$ cat config.mk
export PLATFORM = sky130hd
export DESIGN_NAME = pipe_ctrl
export DESIGN_NICKNAME = d
export VERILOG_FILES = /design/src/rtl/pipe_ctrl_pkg.sv /design/src/rtl/pipe_scoreboard.sv /design/src/rtl/pipe_ctrl.sv
export SDC_FILE = /design/constraint.sdc
export NUM_CORES = 1
export LEC_CHECK = 0
export ABC_AREA = 1
export BUFFER_PORTS_ARGS = -buffer_cell sky130_fd_sc_hd__buf_2
export CORE_MARGIN = 2
export CORE_UTILIZATION = 45
export DETAILED_ROUTE_END_ITERATION = 10
export PLACE_DENSITY = 0.71
export SYNTH_ARGS = -nofsm -noshare
export SYNTH_HDL_FRONTEND = slang
export SYNTH_SLANG_ARGS = --single-unit
$ cat constraint.sdc
create_clock -name clock -period 2.6 [get_ports clock]
set_input_delay 0.26 -clock clock [delete_from_list [all_inputs] [get_ports clock]]
set_output_delay 0.26 -clock clock [all_outputs]
set_load 0.02 [all_outputs]
$ cat src/rtl/pipe_ctrl_pkg.sv
// Shared opcodes, controller state encoding and operand-use decode
// for the fetch/decode/execute sequencing controller.
package pipe_ctrl_pkg;

  localparam logic [5:0] OP_ADD = 6'd0;
  localparam logic [5:0] OP_SUB = 6'd1;
  localparam logic [5:0] OP_LI  = 6'd2;
  localparam logic [5:0] OP_SHL = 6'd3;
  localparam logic [5:0] OP_SHR = 6'd4;
  localparam logic [5:0] OP_AND = 6'd5;
  localparam logic [5:0] OP_OR  = 6'd6;
  localparam logic [5:0] OP_XOR = 6'd7;
  localparam logic [5:0] OP_BR  = 6'd8;
  localparam logic [5:0] OP_BNE = 6'd9;
  localparam logic [5:0] OP_MOV = 6'd10;
  localparam logic [5:0] OP_ADI = 6'd11;
  localparam logic [5:0] OP_MUL = 6'd12;
  localparam logic [5:0] OP_HLT = 6'd13;
  localparam logic [5:0] OP_NOP = 6'd14;

  typedef enum logic [1:0] {
    RUN     = 2'd0,
    BR_WAIT = 2'd1,
    HALTED  = 2'd2
  } state_t;

  function automatic logic reads_rs(
    input logic [5:0] op
  );
    case (op)
      OP_ADD, OP_SUB, OP_AND, OP_OR,
      OP_XOR, OP_MUL, OP_BNE, OP_SHL,
      OP_SHR, OP_MOV, OP_ADI:
        return 1'b1;
      default:
        return 1'b0;
    endcase
  endfunction

  function automatic logic reads_rt(
    input logic [5:0] op
  );
    case (op)
      OP_ADD, OP_SUB, OP_AND, OP_OR,
      OP_XOR, OP_MUL, OP_BNE:
        return 1'b1;
      default:
        return 1'b0;
    endcase
  endfunction

  function automatic logic writes_rd(
    input logic [5:0] op
  );
    case (op)
      OP_ADD, OP_SUB, OP_LI, OP_SHL,
      OP_SHR, OP_AND, OP_OR, OP_XOR,
      OP_MOV, OP_ADI, OP_MUL:
        return 1'b1;
      default:
        return 1'b0;
    endcase
  endfunction

endpackage

$ cat src/rtl/pipe_scoreboard.sv
// Per-register countdown of cycles until an in-flight write
// becomes visible to decode.
module pipe_scoreboard
  import pipe_ctrl_pkg::*;
#(
  parameter int unsigned WB_LAT = 3
) (
  input  logic       clock,
  input  logic       reset,
  input  logic       issue_we,
  input  logic [4:0] issue_rd,
  input  logic [4:0] rs,
  input  logic [4:0] rt,
  output logic       busy_rs,
  output logic       busy_rt
);

  logic [2:0] cnt [32];

  // A fresh load on rd takes priority over its drain step.
  always_ff @(posedge clock) begin
    for (int i = 0; i < 32; i++) begin
      if (reset)
        cnt[i] <= '0;
      else if (issue_we && issue_rd == 5'(i))
        cnt[i] <= 3'(WB_LAT);
      else if (cnt[i] != '0)
        cnt[i] <= cnt[i] - 3'd1;
    end
  end

  assign busy_rs = (cnt[rs] != '0);
  assign busy_rt = (cnt[rt] != '0);

endmodule

$ cat src/rtl/pipe_ctrl.sv
// Pipeline sequencing controller: RAW stalls, branch freeze
// and halt handling for the IF_ID / ID_EX registers.
module pipe_ctrl
  import pipe_ctrl_pkg::*;
#(
  parameter int unsigned WB_LAT = 3
) (
  input  logic        clock,
  input  logic        reset,
  input  logic        if_valid,
  input  logic [31:0] if_instr,
  input  logic        br_resolve,
  input  logic        br_taken,
  input  logic        resume,
  output logic        pc_en,
  output logic        if_id_en,
  output logic        id_ex_en,
  output logic        id_ex_bubble,
  output logic        if_id_flush,
  output logic        halted,
  output logic [15:0] stall_cnt
);

  state_t     state_q;
  state_t     state_d;
  logic [5:0] op;
  logic [4:0] rs;
  logic [4:0] rt;
  logic [4:0] rd;
  logic       busy_rs;
  logic       busy_rt;
  logic       hazard;
  logic       issue;
  logic       stall_inc;
  logic       unused_bits;

  assign op = if_instr[31:26];
  assign rs = if_instr[25:21];
  assign rt = if_instr[20:16];
  assign rd = if_instr[15:11];
  assign unused_bits = ^if_instr[10:0];

  assign hazard = if_valid &
    ((reads_rs(op) & busy_rs) |
     (reads_rt(op) & busy_rt));

  assign issue = !reset && state_q == RUN &&
    if_valid && !hazard;

  pipe_scoreboard #(
    .WB_LAT(WB_LAT)
  ) u_sb (
    .clock   (clock),
    .reset   (reset),
    .issue_we(issue & writes_rd(op)),
    .issue_rd(rd),
    .rs      (rs),
    .rt      (rt),
    .busy_rs (busy_rs),
    .busy_rt (busy_rt)
  );

  always_ff @(posedge clock) begin
    if (reset) begin
      state_q   <= RUN;
      stall_cnt <= '0;
    end else begin
      state_q <= state_d;
      if (stall_inc && stall_cnt != 16'hFFFF)
        stall_cnt <= stall_cnt + 16'd1;
    end
  end

  // Default is the frozen front end feeding NOPs into ID_EX.
  always_comb begin
    state_d      = state_q;
    pc_en        = 1'b0;
    if_id_en     = 1'b0;
    id_ex_en     = 1'b1;
    id_ex_bubble = 1'b1;
    if_id_flush  = 1'b0;
    halted       = 1'b0;
    stall_inc    = 1'b0;
    if (!reset) begin
      unique case (state_q)
        RUN: begin
          if (!if_valid) begin
            pc_en    = 1'b1;
            if_id_en = 1'b1;
          end else if (hazard) begin
            stall_inc = 1'b1;
          end else begin
            pc_en        = 1'b1;
            if_id_en     = 1'b1;
            id_ex_bubble = 1'b0;
            if (op == OP_BR || op == OP_BNE)
              state_d = BR_WAIT;
            else if (op == OP_HLT)
              state_d = HALTED;
          end
        end
        BR_WAIT: begin
          if (br_resolve) begin
            pc_en       = 1'b1;
            if_id_flush = br_taken;
            if_id_en    = !br_taken;
            state_d     = RUN;
          end
        end
        HALTED: begin
          halted = 1'b1;
          if (resume)
            state_d = RUN;
        end
        default: state_d = RUN;
      endcase
    end
  end

endmodule

==> results.tsv, run 1 <==
metric	value	unit
status	finished clean	
routed_wire_length_per_instance	15.14	um
hold_buffers	0	
netlist_top_cells_area	edfxtp_1 (35%), ha_1 (10%), nand2_1 (7.6%)	
drt-vias-per-instance	5.426	
ys.flop_type	edfxtp_1	
peakVddDrop	0.0005507	V
async_flop_share	0	
layout_setup_ws	0.06067	ns
yosys.cell_types.count	37	
max_cap_viols	0	
hold_end	state_q[1]	
synth_top_area_cell	edfxtp_1	
hold_violations	0	
syn-num-nets	1094	
postRouteAntennaNets	0	
stdcell_count	1288	
final-max-slew-violation-count	0	
global_route_total_usage_across_every_layer	0.2071	
die_height	138.5	um
cp.required	2.34	ns
antenna_found_initial	0	
cts-buffers-inserted	17	
synth_enable_flop_cells	96	
vias	6989	
insertion_delay	0.42	ns
min_period	2.539	ns
floorplan.rows	49	
final_clock_period_utilization_by_the_worst_path	0.9767	
syn_inst	991	
num-nets-final	1149	
hold_wc_startpoint	resume	
maximum_number_of_pins_on_one_net_before_global_route_repair	74	
reg_to_reg_setup_timing_slack	0.16	ns
grt_pass1_wl	32.11	mm
most_numerous_cell_in_the_yosys_netlist	nand2_1	
layout-area-overhead-vs-synth	15.67	%
yosys_register_bits	114	
design.die.area	19170	um^2
clk_transition_reported_paths	0.05	ns
cts-htree-levels	4	
grt_setup_unrepaired	yes	
io_buffer_count	47	
regToRegStartpoint	u_sb.cnt[20][0]	
synth_sequential_area_ratio	0.3986	
yosysTopAreaCellShare	0.3544	
worst-path-max-fanout	3	
leakagePower	0.004008	uW
endpoint_kind	primary output	
first_iter_violations	525	
setup_viol	0	
synthesis.yosys.warnings	0	
dp_slack	0.03599	ns
worst_r2r_endpoint	u_sb.cnt[18][1]	
gp_congestion	0.8838	
drc	0	
n_antenna_cell	0	
drive_above_1_share	0.1568	
dieWidth	138.5	um
initial_util	0.4560	
critical_path_start_type	flip-flop	
fmaxAchievable	393.8	MHz
clk_root_buffer_cell	clkbuf_16	
maxSlewHeadroom	0.5704	
first_global_vias	6622	
firstDrtPassIters	5	
synthTopCellsByCount	nand2_1 (165), inv_1 (147), nand3_1 (123), nor2_1 (101), edfxtp_1 (96)	
design.portCount	60	
syn_area_per_cell	8.209	um^2
power_per_cell_area	989.7	nW/um^2
min_path_cells	3	
timing_worst_setup_path_type	reg2out	
hpwlAfterDp	13.98	mm
tritoncts_clock_tree	yes	
holdCritPathClass	in2reg	
cts_max_path_buffers	2	
tritoncts_num_sinks	114	
globalRoute.totalOverflow	0	
r2r_cells	15	
placeableCoreArea	17840	um^2
crit_arrival	2.28	ns
mappedNetlistArea	8135	um^2
clock-skew-final	0.006505	ns
dp_cells	1246	
postRouteWirelength	19.50	mm
tightestPinTransition	0.6444	ns
[layout make-up]
cell class | instances | area, um^2
inverter | 151 | 571.8
clock inverter | 10 | 155.1
clock buffer | 22 | 474.2
multi-input combinational | 685 | 4129
timing repair buffer | 77 | 550.5
tap | 229 | 286.5
fill | 1615 | 8431
sequential | 114 | 3243
[worst max path at each step]
stage | start | slack [ns] | to
floorplan | if_instr[16] | 0.56 | u_sb.cnt[9][0]
global placement | if_instr[17] | 0.07 | u_sb.cnt[18][1]
detailed placement | if_instr[17] | 0.04 | u_sb.cnt[29][2]
CTS | u_sb.cnt[1][1] | 0.02 | if_id_en
global route | u_sb.cnt[6][0] | -0.09 | pc_en
finish | u_sb.cnt[20][0] | 0.06 | pc_en
[repair_timing]
item,in CTS,in global routing
buffers inserted,2,8
pin swaps,2,10
setup endpoints to repair,3,52
gates resized for setup,9,18
[worst max-delay path, cell delays in order, from the launching register on]
cell	delay (ns)
edfxtp_1	0.42
o21ai_0	0.22
nand3_1	0.12
nand2_1	0.07
nand2_1	0.04
nand2_1	0.06
nand2_1	0.07
nand2_1	0.09
nand2_1	0.06
nand3_2	0.09
nand2_4	0.08
buf_6	0.13
nand2_4	0.05
nand2_4	0.05
a21oi_2	0.14
buf_4	0.16
[flip-flops by register name, summed over array words and instances, names as in the netlist]
name	cells
u_sb.cnt	96
state_q	2
stall_cnt	16
[power breakdown]
group | leakage, uW | switching, uW | internal [uW]
logic | 0.00249 | 2000 | 1430
clock network | 0.000306 | 827 | 1670
registers | 0.00121 | 418 | 2970
[cells by family after synthesis]
logic type               Yosys count  synth area share
adder cells (fa/ha/maj)           65           0.09997
AND/OR/NAND/NOR                  487            0.2927
flip-flops                       114            0.3986
other                              1         0.0004610
AO/OA/AOI/OAI                    126           0.09997
buffers and inverters            192            0.1018
XOR/XNOR                           6          0.006460
[routing by layer]
layer / vias to the layer above / global-route usage / part of all wire
li1: 3500 / - / -
met1: 3256 / 0.2626 / 0.44
met3: 27 / 0.05196 / 0.064
met5: - / 0 / 0
met2: 206 / 0.3471 / 0.48
met4: 0 / 0.06874 / 0.021
[through the flow]
| step | TNS (ns) | total power (uW) | utilization | area [um^2] | hold slack (ns) |
|---|---|---|---|---|---|
| 2_1_floorplan | 0 | 5837 | - | 8135 | 0.4563 |
| 3_3_place_gp | 0 | 6554 | 0.4838 | 8631 | 0.4859 |
| 3_5_place_dp | 0 | 6692 | 0.4838 | 8631 | 0.4872 |
| 4_1_cts | 0 | 9285 | 0.5209 | 9293 | 0.1096 |
| 5_1_grt | -0.1609 | 10050 | 0.5275 | 9410 | 0.1162 |
| 6_report | 0 | 9314 | 0.5275 | 9410 | 0.1223 |
[layout by cell type, fill, tap and decap left out, types with 3 or more instances in the layout]
cell	Yosys	routed
a21oi_1	24	22
buf_12	0	6
buf_2	7	44
buf_4	7	25
bufinv_16	0	4
clkbuf_16	0	17
clkbuf_8	0	3
clkinv_2	0	4
dfxtp_1	18	18
edfxtp_1	96	96
ha_1	65	65
inv_1	147	147
nand2_1	165	159
nand2_2	0	4
nand2_4	1	3
nand3_1	123	120
nand3_2	30	33
nand3b_1	31	31
nand4_1	9	9
nor2_1	101	96
nor2_2	1	6
nor3_1	22	21
o21ai_0	30	26
o21ai_1	2	6
o21ai_2	3	3
o31ai_1	62	62
xor2_1	5	5
(Power assumes the default switching activity.)
==> run 2: changes to the inputs <==
- ABC_AREA: 1 -> unset
- PLACE_DENSITY: 0.71 -> 0.72
- SYNTH_HIERARCHICAL: unset -> 1
==> run 2 against run 1 <==
Compared with the run above: the run now ends with setup timing left; design area grew 13%; clock power shrank 10%; clock skew grew 0.0044 ns; via count grew 4.2%; die area shrank 5.3%; critical endpoint is now u_sb/cnt[9][1]; largest cell class unchanged; highest routed layer is now met5.
==> results.tsv, run 2 <==
metric	value	unit	change
dp_slack	-1.001	ns	-1.037 ns
synth_enable_flop_cells	96		unchanged
initial_util	0.4623		+0.006303
async_flop_share	0		unchanged
crit_path_largest_cell_delay	0.41	ns	about the same
antenna_found_initial	3		+3
holdCritPathClass	in2reg		
top_regs	u_sb/cnt x96, stall_cnt x16, state_q x2		
synth_top_area_cell	edfxtp_1		
setup_viol	211		+211
crit_arrival	3.76	ns	+1.48 ns
most_numerous_cell_in_the_yosys_netlist	nor2_1		
stdcell_count	1336		+3.7%
clk_transition_reported_paths	0.06	ns	about the same
layout-area-overhead-vs-synth	37.97	%	
crit_chain	nor4_1, buf_4, o22ai_1, a2111oi_2, a211oi_1, a22o_1, a21o_1, nand3_4, nand2_8, nor3b_4, nor2b_4, buf_4, nand2_4, nor2_4, nor2_1, nand2_1		
firstDrtPassIters	5		unchanged
maxSlewHeadroom	0.3586		-0.2118
maximum_number_of_pins_on_one_net_before_global_route_repair	154		+110%
insertion_delay	0.43	ns	about the same
layout_setup_ws	-1.036	ns	-1.097 ns
critical-path-top-cell-by-count	buf_4		
critical_path_start_type	flip-flop		
cts-htree-levels	4		unchanged
area_share_of_fa_ha_maj_cells_after_synthesis	0.1057		+0.005739
failed_checks	setup timing		
clk_root_buffer_cell	clkbuf_16		
postRouteWirelength	20.77	mm	+6.5%
yosysTopAreaCellShare	0.3747		+0.02034
mappedNetlistArea	7694	um^2	-5.4%
combinational_family_with_the_most_area_after_synthesis	simple AND/OR/NAND/NOR gates		
setup_tns	-183.64	ns	-183.64 ns
final_clock_period_utilization_by_the_worst_path	1.398		+0.4218
worst-path-max-fanout	4		+1
total_power	10690	uW	+15%
yosys_register_bits	114		unchanged
hold_violations	0		unchanged
hpwlAfterDp	14.03	mm	+0.33%
min_period	3.636	ns	+1.097 ns
vias	7286		+4.2%
num-nets-final	1204		+4.8%
global_route_total_usage_across_every_layer	0.2349		+0.02782
largest_register_ff_count	96		unchanged
cts-buffers-inserted	17		unchanged
peakVddDrop	0.0006162	V	+12%
drive_above_1_share	0.3294		+0.1727
cpMaxStageDelayCell	edfxtp_1		
floorplan.rows	47		-4.1%
first_iter_violations	545		+3.8%
syn_inst	891		-10%
tritoncts_num_sinks	114		unchanged
max_flop_register	u_sb/cnt		
hold_buffers	0		unchanged
placeableCoreArea	16640	um^2	-6.7%
synth_xor_area_frac	0		-0.006460
clock-skew-final	0.01094	ns	+0.004432 ns
tightestPinTransition	0.9621	ns	+0.3178 ns
max_cap_viols	0		unchanged
synthMuxAreaShare	0.02098		+0.02098
io_buffer_count	47		unchanged
synthesis.yosys.warnings	6		+6
cts_max_path_buffers	2		unchanged
design.die.area	18160	um^2	-5.3%
dp_cells	1279		+2.6%
syn_area_per_cell	8.635	um^2	+5.2%
yosys.cell_types.count	62		+68%
power_per_cell_area	1007	nW/um^2	+1.8%
grt_pass1_wl	33.70	mm	+4.9%
routed_wire_length_per_instance	15.55	um	+2.7%
netlist_top_cells_area	edfxtp_1 (37%), nor2_1 (13%), ha_1 (11%)		
synth_simple_gate_area_frac	0.2836		-0.009056
cp.required	2.72	ns	+0.38 ns
layout.cells.most_common	nor2_1		
postRouteAntennaNets	0		unchanged
globalRoute.totalOverflow	0		unchanged
syn-num-nets	994		-9.1%
final-max-slew-violation-count	0		unchanged
die_height	134.8	um	-2.7%
timing_worst_setup_path_type	reg2reg		
design.portCount	60		unchanged
status	finished, violations left		
drc	0		unchanged
endpoint_kind	flip-flop		
first_global_vias	7049		+6.4%
fmaxAchievable	275.0	MHz	-30%
tritoncts_clock_tree	yes		
mostFrequentLayoutCells	nor2_1 (226), buf_4 (162), inv_1 (101), edfxtp_1 (96), ha_1 (65)		
dieWidth	134.8	um	-2.7%
synth_sequential_area_ratio	0.4215		+0.02289
leakagePower	0.004499	uW	+12%
synthTopCellsByCount	nor2_1 (264), inv_1 (101), edfxtp_1 (96), ha_1 (65), nor4_1 (48)		
synth-compound-area-share	0.08749		-0.01248
ys.flop_type	edfxtp_1		
grt_setup_unrepaired	yes		
drt-vias-per-instance	5.454		+0.50%
gp_congestion	0.9299		+5.2%
## run 2: cell types whose count changed after synthesis, sizes merged, moves of 9 or more
cell	before	now
nand2b	0	9
nand2	166	47
or4	0	11
o31ai	62	12
nand3b	31	2
nor2	103	265
nor4	0	49
inv	151	101
o21ai	35	11
nand3	154	14
## run 2: final cells by class
| cell class | count | area, um^2 |
|---|---|---|
| antenna | 2 | 5.005 |
| clock buffer | 20 | 489.2 |
| clock inverter | 12 | 90.09 |
| fill | 1317 | 6027 |
| inverter | 101 | 379.1 |
| multi-input combinational | 637 | 4333 |
| sequential | 114 | 3243 |
| tap | 220 | 275.3 |
| timing repair buffer | 230 | 1800 |
## run 2: where the power goes
| group | switching, uW | internal (uW) | total (uW) | leakage (uW) |
|---|---|---|---|---|
| Combinational | 2630 | 2410 | 5030 | 0.00299 |
| Sequential | 447 | 2970 | 3410 | 0.00121 |
| Clock | 879 | 1370 | 2250 | 0.000293 |
## run 2: routing by layer
layer,share of wire,GRT usage
met1,0.44,0.2972
met2,0.48,0.3903
met3,0.061,0.05443
met4,0.022,0.09240
met5,0.00063,0
## run 2: repair_timing
action                     in CTS  in global routing
setup endpoints to repair     212                212
cloned                          3                  0
pin swaps                      65                  1
setup buffers                  22                  0
resized for setup              85                 10
## run 2: stage by stage
step / hold slack [ns] / utilization / area, um^2
final: 0.1516 / 0.6378 / 10620
after global routing: 0.1552 / 0.6375 / 10610
after CTS: 0.1384 / 0.6351 / 10570
after detailed placement: 0.4852 / 0.5646 / 9397
after global placement: 0.4797 / 0.5646 / 9397
after floorplan: 0.4498 / - / 7898
## run 2: kinds of logic after synthesis
family,Yosys count
AOI/OAI and AO/OA,93
muxes,12
buffers and inverters,140
other,1
and+or+nand+nor,466
DFF,114
adders and majority gates,65
## run 2: final timing paths
kind | slack (ns) | endpoint | startpoint | cells past startpoint
max | -1.04 | u_sb/cnt[9][1] | u_sb/cnt[28][2] | 16
min | 0.15 | state_q[1] | resume | 4
max reg2reg | -1.04 | u_sb/cnt[9][1] | u_sb/cnt[28][2] | 16
min reg2reg | 0.50 | stall_cnt[4] | stall_cnt[4] | 2
## run 2: worst max-delay path, delay by kind of cell, from the launching register on
kind	cells	cell delay, ns
flops	1	0.41
simple gates	9	1.48
buf+inv	2	0.33
compound gates	5	1.10
